<file path="config.mk">
export PLATFORM = sky130hd
export DESIGN_NAME = chipbus_arbiter_flat
export DESIGN_NICKNAME = d
export VERILOG_FILES = /design/src/rtl/chipbus_arbiter_if.sv /design/src/rtl/chipbus_arbiter.sv /design/src/flat_wrapper.sv
export SDC_FILE = /design/constraint.sdc
export NUM_CORES = 1
export LEC_CHECK = 0
export ABC_CLOCK_PERIOD_IN_PS = 1200
export CORE_MARGIN = 2
export CORE_UTILIZATION = 43
export DETAILED_ROUTE_END_ITERATION = 16
export HOLD_SLACK_MARGIN = 0.03
export PLACE_DENSITY = 0.76
export SYNTH_ARGS = -nofsm -noshare
export SYNTH_HDL_FRONTEND = slang
export SYNTH_SLANG_ARGS = --single-unit
</file>
<file path="constraint.sdc">
create_clock -name clk -period 1.2 [get_ports clk]
set_input_delay 0.12 -clock clk [delete_from_list [all_inputs] [get_ports clk]]
set_output_delay 0.12 -clock clk [all_outputs]
set_load 0.01 [all_outputs]
</file>
<file path="src/rtl/chipbus_arbiter_if.sv">
// chipbus_arbiter_if: CPU handshake, region flags, slot strobes and DMA status shared with the chip-bus arbiter
interface chipbus_arbiter_if;
    logic cck;
    logic e;
    logic cpu_req;
    logic cpu_chip;
    logic cpu_cia;
    logic dma;
    logic dmapri;
    logic cpu_ack;
    logic cpu_wait;
    logic slot_cpu;
    logic starve;

    modport master (
        output cck, e, cpu_req, cpu_chip, cpu_cia, dma, dmapri,
        input  cpu_ack, cpu_wait, slot_cpu, starve
    );

    modport slave (
        input  cck, e, cpu_req, cpu_chip, cpu_cia, dma, dmapri,
        output cpu_ack, cpu_wait, slot_cpu, starve
    );
endinterface

</file>
<file path="src/rtl/chipbus_arbiter.sv">
// chipbus_arbiter: sequences CPU bus cycles across chip-bus slots, E-clock aligned CIA accesses and zero-wait regions
module chipbus_arbiter #(
    parameter int STARVE_MAX = 3,
    parameter int CNT_W      = 3
) (
    input logic              clk,
    input logic              reset_n,
    chipbus_arbiter_if.slave bus
);
    localparam logic [2:0] IDLE      = 3'd0;
    localparam logic [2:0] SLOT_WAIT = 3'd1;
    localparam logic [2:0] CHIP_ACC  = 3'd2;
    localparam logic [2:0] CIA_SYNC  = 3'd3;
    localparam logic [2:0] CIA_ACC   = 3'd4;
    localparam logic [2:0] DONE      = 3'd5;
    localparam logic [CNT_W-1:0] CNT_MAX = CNT_W'(STARVE_MAX);

    logic [2:0]       state_q, state_d;
    logic [CNT_W-1:0] cnt_q, cnt_d;
    logic             ack_q, ack_d;
    logic             slot_q, slot_d;
    logic             starve_q, starve_d;

    // next state; a dropped request in any waiting state aborts to IDLE without ack, keeping the counter
    always_comb begin
        state_d = state_q;
        cnt_d   = cnt_q;
        ack_d   = 1'b0;
        slot_d  = 1'b0;
        case (state_q)
            IDLE: begin
                if (bus.cpu_req) begin
                    if (bus.cpu_cia) begin
                        state_d = CIA_SYNC;
                    end else if (bus.cpu_chip) begin
                        state_d = SLOT_WAIT;
                    end else begin
                        state_d = DONE;
                        ack_d   = 1'b1;
                    end
                end
            end
            SLOT_WAIT: begin
                if (!bus.cpu_req) begin
                    state_d = IDLE;
                end else if (bus.cck && !bus.dma) begin
                    if (!bus.dmapri || cnt_q == CNT_MAX) begin
                        state_d = CHIP_ACC;
                        cnt_d   = '0;
                        slot_d  = 1'b1;
                    end else begin
                        cnt_d = cnt_q + CNT_W'(1);
                    end
                end
            end
            CHIP_ACC: begin
                if (!bus.cpu_req) begin
                    state_d = IDLE;
                end else if (bus.cck) begin
                    state_d = DONE;
                    ack_d   = 1'b1;
                end else begin
                    slot_d = 1'b1;
                end
            end
            CIA_SYNC: begin
                if (!bus.cpu_req) state_d = IDLE;
                else if (bus.e) state_d = CIA_ACC;
            end
            CIA_ACC: begin
                if (!bus.cpu_req) begin
                    state_d = IDLE;
                end else if (bus.e) begin
                    state_d = DONE;
                    ack_d   = 1'b1;
                end
            end
            DONE: begin
                if (!bus.cpu_req) state_d = IDLE;
            end
            default: state_d = IDLE;
        endcase
        starve_d = (cnt_d == CNT_MAX);
    end

    // state, counter and registered outputs
    always_ff @(posedge clk or negedge reset_n) begin
        if (!reset_n) begin
            state_q  <= IDLE;
            cnt_q    <= '0;
            ack_q    <= 1'b0;
            slot_q   <= 1'b0;
            starve_q <= 1'b0;
        end else begin
            state_q  <= state_d;
            cnt_q    <= cnt_d;
            ack_q    <= ack_d;
            slot_q   <= slot_d;
            starve_q <= starve_d;
        end
    end

    // the slot select is gated by the request so an abort releases the bus at once
    assign bus.cpu_ack  = ack_q;
    assign bus.slot_cpu = slot_q && bus.cpu_req;
    assign bus.starve   = starve_q;
    assign bus.cpu_wait = bus.cpu_req && !ack_q &&
                          (state_q == SLOT_WAIT || state_q == CHIP_ACC ||
                           state_q == CIA_SYNC  || state_q == CIA_ACC);
endmodule
</file>
<file path="src/flat_wrapper.sv">
// flat-port wrapper written by rule: the top's interface ports become plain ports
module chipbus_arbiter_flat 
#(
    parameter int STARVE_MAX = 3,
    parameter int CNT_W      = 3
)
  (clk, reset_n, bus_cck, bus_e, bus_cpu_req, bus_cpu_chip, bus_cpu_cia, bus_dma, bus_dmapri, bus_cpu_ack, bus_cpu_wait, bus_slot_cpu, bus_starve);
  chipbus_arbiter_if bus_i ();
  input logic clk;
  input logic reset_n;
  input wire logic [$bits(bus_i.cck)-1:0] bus_cck;
  input wire logic [$bits(bus_i.e)-1:0] bus_e;
  input wire logic [$bits(bus_i.cpu_req)-1:0] bus_cpu_req;
  input wire logic [$bits(bus_i.cpu_chip)-1:0] bus_cpu_chip;
  input wire logic [$bits(bus_i.cpu_cia)-1:0] bus_cpu_cia;
  input wire logic [$bits(bus_i.dma)-1:0] bus_dma;
  input wire logic [$bits(bus_i.dmapri)-1:0] bus_dmapri;
  output wire logic [$bits(bus_i.cpu_ack)-1:0] bus_cpu_ack;
  output wire logic [$bits(bus_i.cpu_wait)-1:0] bus_cpu_wait;
  output wire logic [$bits(bus_i.slot_cpu)-1:0] bus_slot_cpu;
  output wire logic [$bits(bus_i.starve)-1:0] bus_starve;
  assign bus_i.cck = bus_cck;
  assign bus_i.e = bus_e;
  assign bus_i.cpu_req = bus_cpu_req;
  assign bus_i.cpu_chip = bus_cpu_chip;
  assign bus_i.cpu_cia = bus_cpu_cia;
  assign bus_i.dma = bus_dma;
  assign bus_i.dmapri = bus_dmapri;
  assign bus_cpu_ack = bus_i.cpu_ack;
  assign bus_cpu_wait = bus_i.cpu_wait;
  assign bus_slot_cpu = bus_i.slot_cpu;
  assign bus_starve = bus_i.starve;
  chipbus_arbiter #(.STARVE_MAX(STARVE_MAX), .CNT_W(CNT_W)) u_core (.clk(clk), .reset_n(reset_n), .bus(bus_i));
endmodule
</file>
==> results of run 1 <==
state kept, by name, summed over array words and instances, names as in the netlist:
name                count
u_core.bus.cpu_ack      1
u_core.slot_q           1
u_core.bus.starve       1
u_core.state_q          3
u_core.cnt_q            3
timing repair:
item / in CTS / in global routing
resized for setup: 17 / 11
buffers inserted: 4 / 2
cloned: 0 / 0
pin swaps: 5 / 6
endpoints found under the setup margin: 12 / 11
power groups by stage:
stage | combinational (mW) | sequential, mW | clock [mW]
6_report | 0.733 | 0.429 | 0.250
5_1_grt | 0.781 | 0.435 | 0.263
4_1_cts | 0.626 | 0.422 | 0.255
3_5_place_dp | 0.577 | 0.425 | 0
3_3_place_gp | 0.565 | 0.418 | 0
2_1_floorplan | 0.349 | 0.431 | 0
layer usage:
metal / track usage / routed length [um] / vias up
met5: 0 / 0 / -
met4: 0.105 / 43 / 0
met3: 0.0372 / 99 / 7
met2: 0.395 / 979 / 24
met1: 0.254 / 745 / 298
li1: - / - / 268
Yosys cell counts, drive strengths merged (2+ instances only):
| cell | count |
|---|---|
| nor2 | 4 |
| nand2b | 5 |
| nor3 | 3 |
| buf | 3 |
| a21oi | 3 |
| nand2 | 2 |
| inv | 3 |
| nand3b | 2 |
| dfrtp | 9 |
| mux2i | 2 |
| mux2 | 3 |
| ha | 2 |
critical path: stages, from the launching register on:
cell	delay, ns
dfrtp_1	0.40
ha_2	0.20
ha_4	0.17
nor2b_4	0.16
nand4b_1	0.14
mux2i_1	0.19
through the flow:
| step | setup TNS [ns] | util |
|---|---|---|
| 2_1_floorplan | -0.130 | - |
| 3_3_place_gp | -1.50 | 0.622 |
| 3_5_place_dp | -1.70 | 0.622 |
| 4_1_cts | -0.927 | 0.693 |
| 5_1_grt | -1.51 | 0.739 |
| 6_report | -1.17 | 0.739 |
logic make-up (layout without fill, tap and decap cells):
group	after synthesis	count (layout)
adders and majority gates	2	2
muxes	5	5
DFF	9	9
xor gates and xnor gates	1	1
AOI/OAI and AO/OA	11	11
and+or+nand+nor	24	24
buffers and inverters	6	36
layout make-up:
class,instances,area share
inverters,3,0.0117
repair buffers,29,0.264
well taps,15,0.0195
clock buffers,4,0.0273
flip-flops and latches,9,0.234
multi-input cells,43,0.443
path summary, 6_finish.rpt:
kind | cells past startpoint | from | endpoint | slack (ns)
setup reg to reg | 5 | u_core.cnt_q[1] | u_core.bus.starve | -0.16
min in group clk | 1 | u_core.cnt_q[2] | u_core.cnt_q[2] | 0.54
max in group asynchronous | 1 | reset_n | u_core.bus.cpu_ack | 0.75
setup / recovery | 5 | u_core.cnt_q[1] | u_core.bus.starve | -0.16
hold reg to reg | 1 | u_core.cnt_q[2] | u_core.cnt_q[2] | 0.54
hold / removal | 1 | reset_n | u_core.state_q[2] | 0.15
==> flow_summary.ini, run 1 <==
[layout]
area_growth_pct = 60.2
fillCellCount = 83
diodes = 0
layoutNonFillerInstCount = 103
drive_gt1_frac = 0.455
final_nets = 100
mostFrequentLayoutCells = 12 x buf_4, 9 x dfrtp_1, 8 x clkdlybuf4s50_1
final_area_um2 = 962
multi_input_area_um2 = 427
final_common_cell = buf_4
register_area_um2 = 225

[yosys]
synthAdderAreaFrac = 0.0417
syn-num-nets = 69
yosys-top-cells-area = dfrtp_1 38%, mux2_4 5.0%, ha_1 4.2%
synthArstFlopShare = 1.00
synth_top_family_by_area = simple AND/OR/NAND/NOR gates
yosysUniqueCellTypes = 33
synth_warnings = 0
synth_edf_count = 0
synth-xor-area-share = 0.0146
syn-instance-count = 58
muxShareOfSynthArea = 0.102
yosysSeqAreaShare = 0.375
synth_compound_area_frac = 0.138
ys_seq_elements = 9
synth_top_cell_area_share = 0.375
synth_top_area_cell = dfrtp_1
syn-cell-area_um2 = 601
synthSimpleGateAreaFrac = 0.265
syn_avg_cell_area_um2 = 10.4
synthFlopType = dfrtp_1

[power_and_ir_drop]
power.share.combinational = 0.519
pwr-share-seq = 0.304
pwr-share-clk = 0.177
intPower_uw = 910
switching_share = 0.356
p_total_mw = 1.41
p_leak_nw = 0.446
p_switching_uw = 502
ir_drop_v = 0.000634
p_per_area_mw_per_mm2 = 1470

[detailed_routing]
drt_wl_total_um = 1870
firstDrtPassIters = 4
vias_per_cell = 5.80
drt_drc_violations_left = 0
routed-via-count = 597
route.detailed.wl_per_inst_um = 18.1
final_antenna_net_count = 0
drt_iter0_markers = 9

[global_routing]
antenna_found_initial = 0
grt_usage = 0.221
grt_max_degree = 10
grt_overflow = 0
grt_pass1_wl_um = 2350
first_global_vias = 508

[place]
pre_cts_ws_ns = -0.304
place_hpwl_um = 990
post_dp_cell_area_um2 = 810
dp.cells = 93
finalWeightedCongestion = 0.738
port_buffers = 12

[clocking]
clockRootBuffer = clkbuf_4
cts_sinks = 9
clock_latency_ns = 0.27
cts_tree = built
cts_hold_buffers = 0
cts_htree_levels = 1
numCtsBuffers = 3
clkTransAtPathRegs_ns = 0.07
cts_buffer_depth = 2

[sta]
slew_headroom = 0.714
max_freq_mhz = 735
holdWs_ns = 0.147
fin_crit_sh = 1.13
final-hold-violation-count = 0
tightest_slew_ns = 0.428
clock_skew_ns = 0.00828
finalCriticalPeriod_ns = 1.36
final_max_slew_viol_count = 0
setup_violations = 10
fin_ws_ns = -0.160
grt_setup_unrepaired = yes

[setup_path]
crit_path_end_kind = flop
worst_setup_path_start_kind = flop
path_class = reg -> reg
crit_required_ns = 1.38
worstPathArrival_ns = 1.54
critPathMaxFanout = 3

[floorplan]
die_x_um = 41.4
die_y_um = 41.4
num_rows = 13
pin_count = 13
start_util = 0.462
dieArea_mm2 = 0.00171
coreArea_mm2 = 0.00130

[status]
status = finished, violations left
violations = negative setup slack

[hold_path]
hp-class = in -> async

[job]
cap_violations = 0
(Power assumes the default switching activity.)
==> inputs of run 2 (changes only) <==
- ABC_AREA: unset -> 0
- HOLD_SLACK_MARGIN: 0.03 -> unset
==> results of run 2 <==
Same layout as run 1: the final DEF is identical, and so are final timing and power.
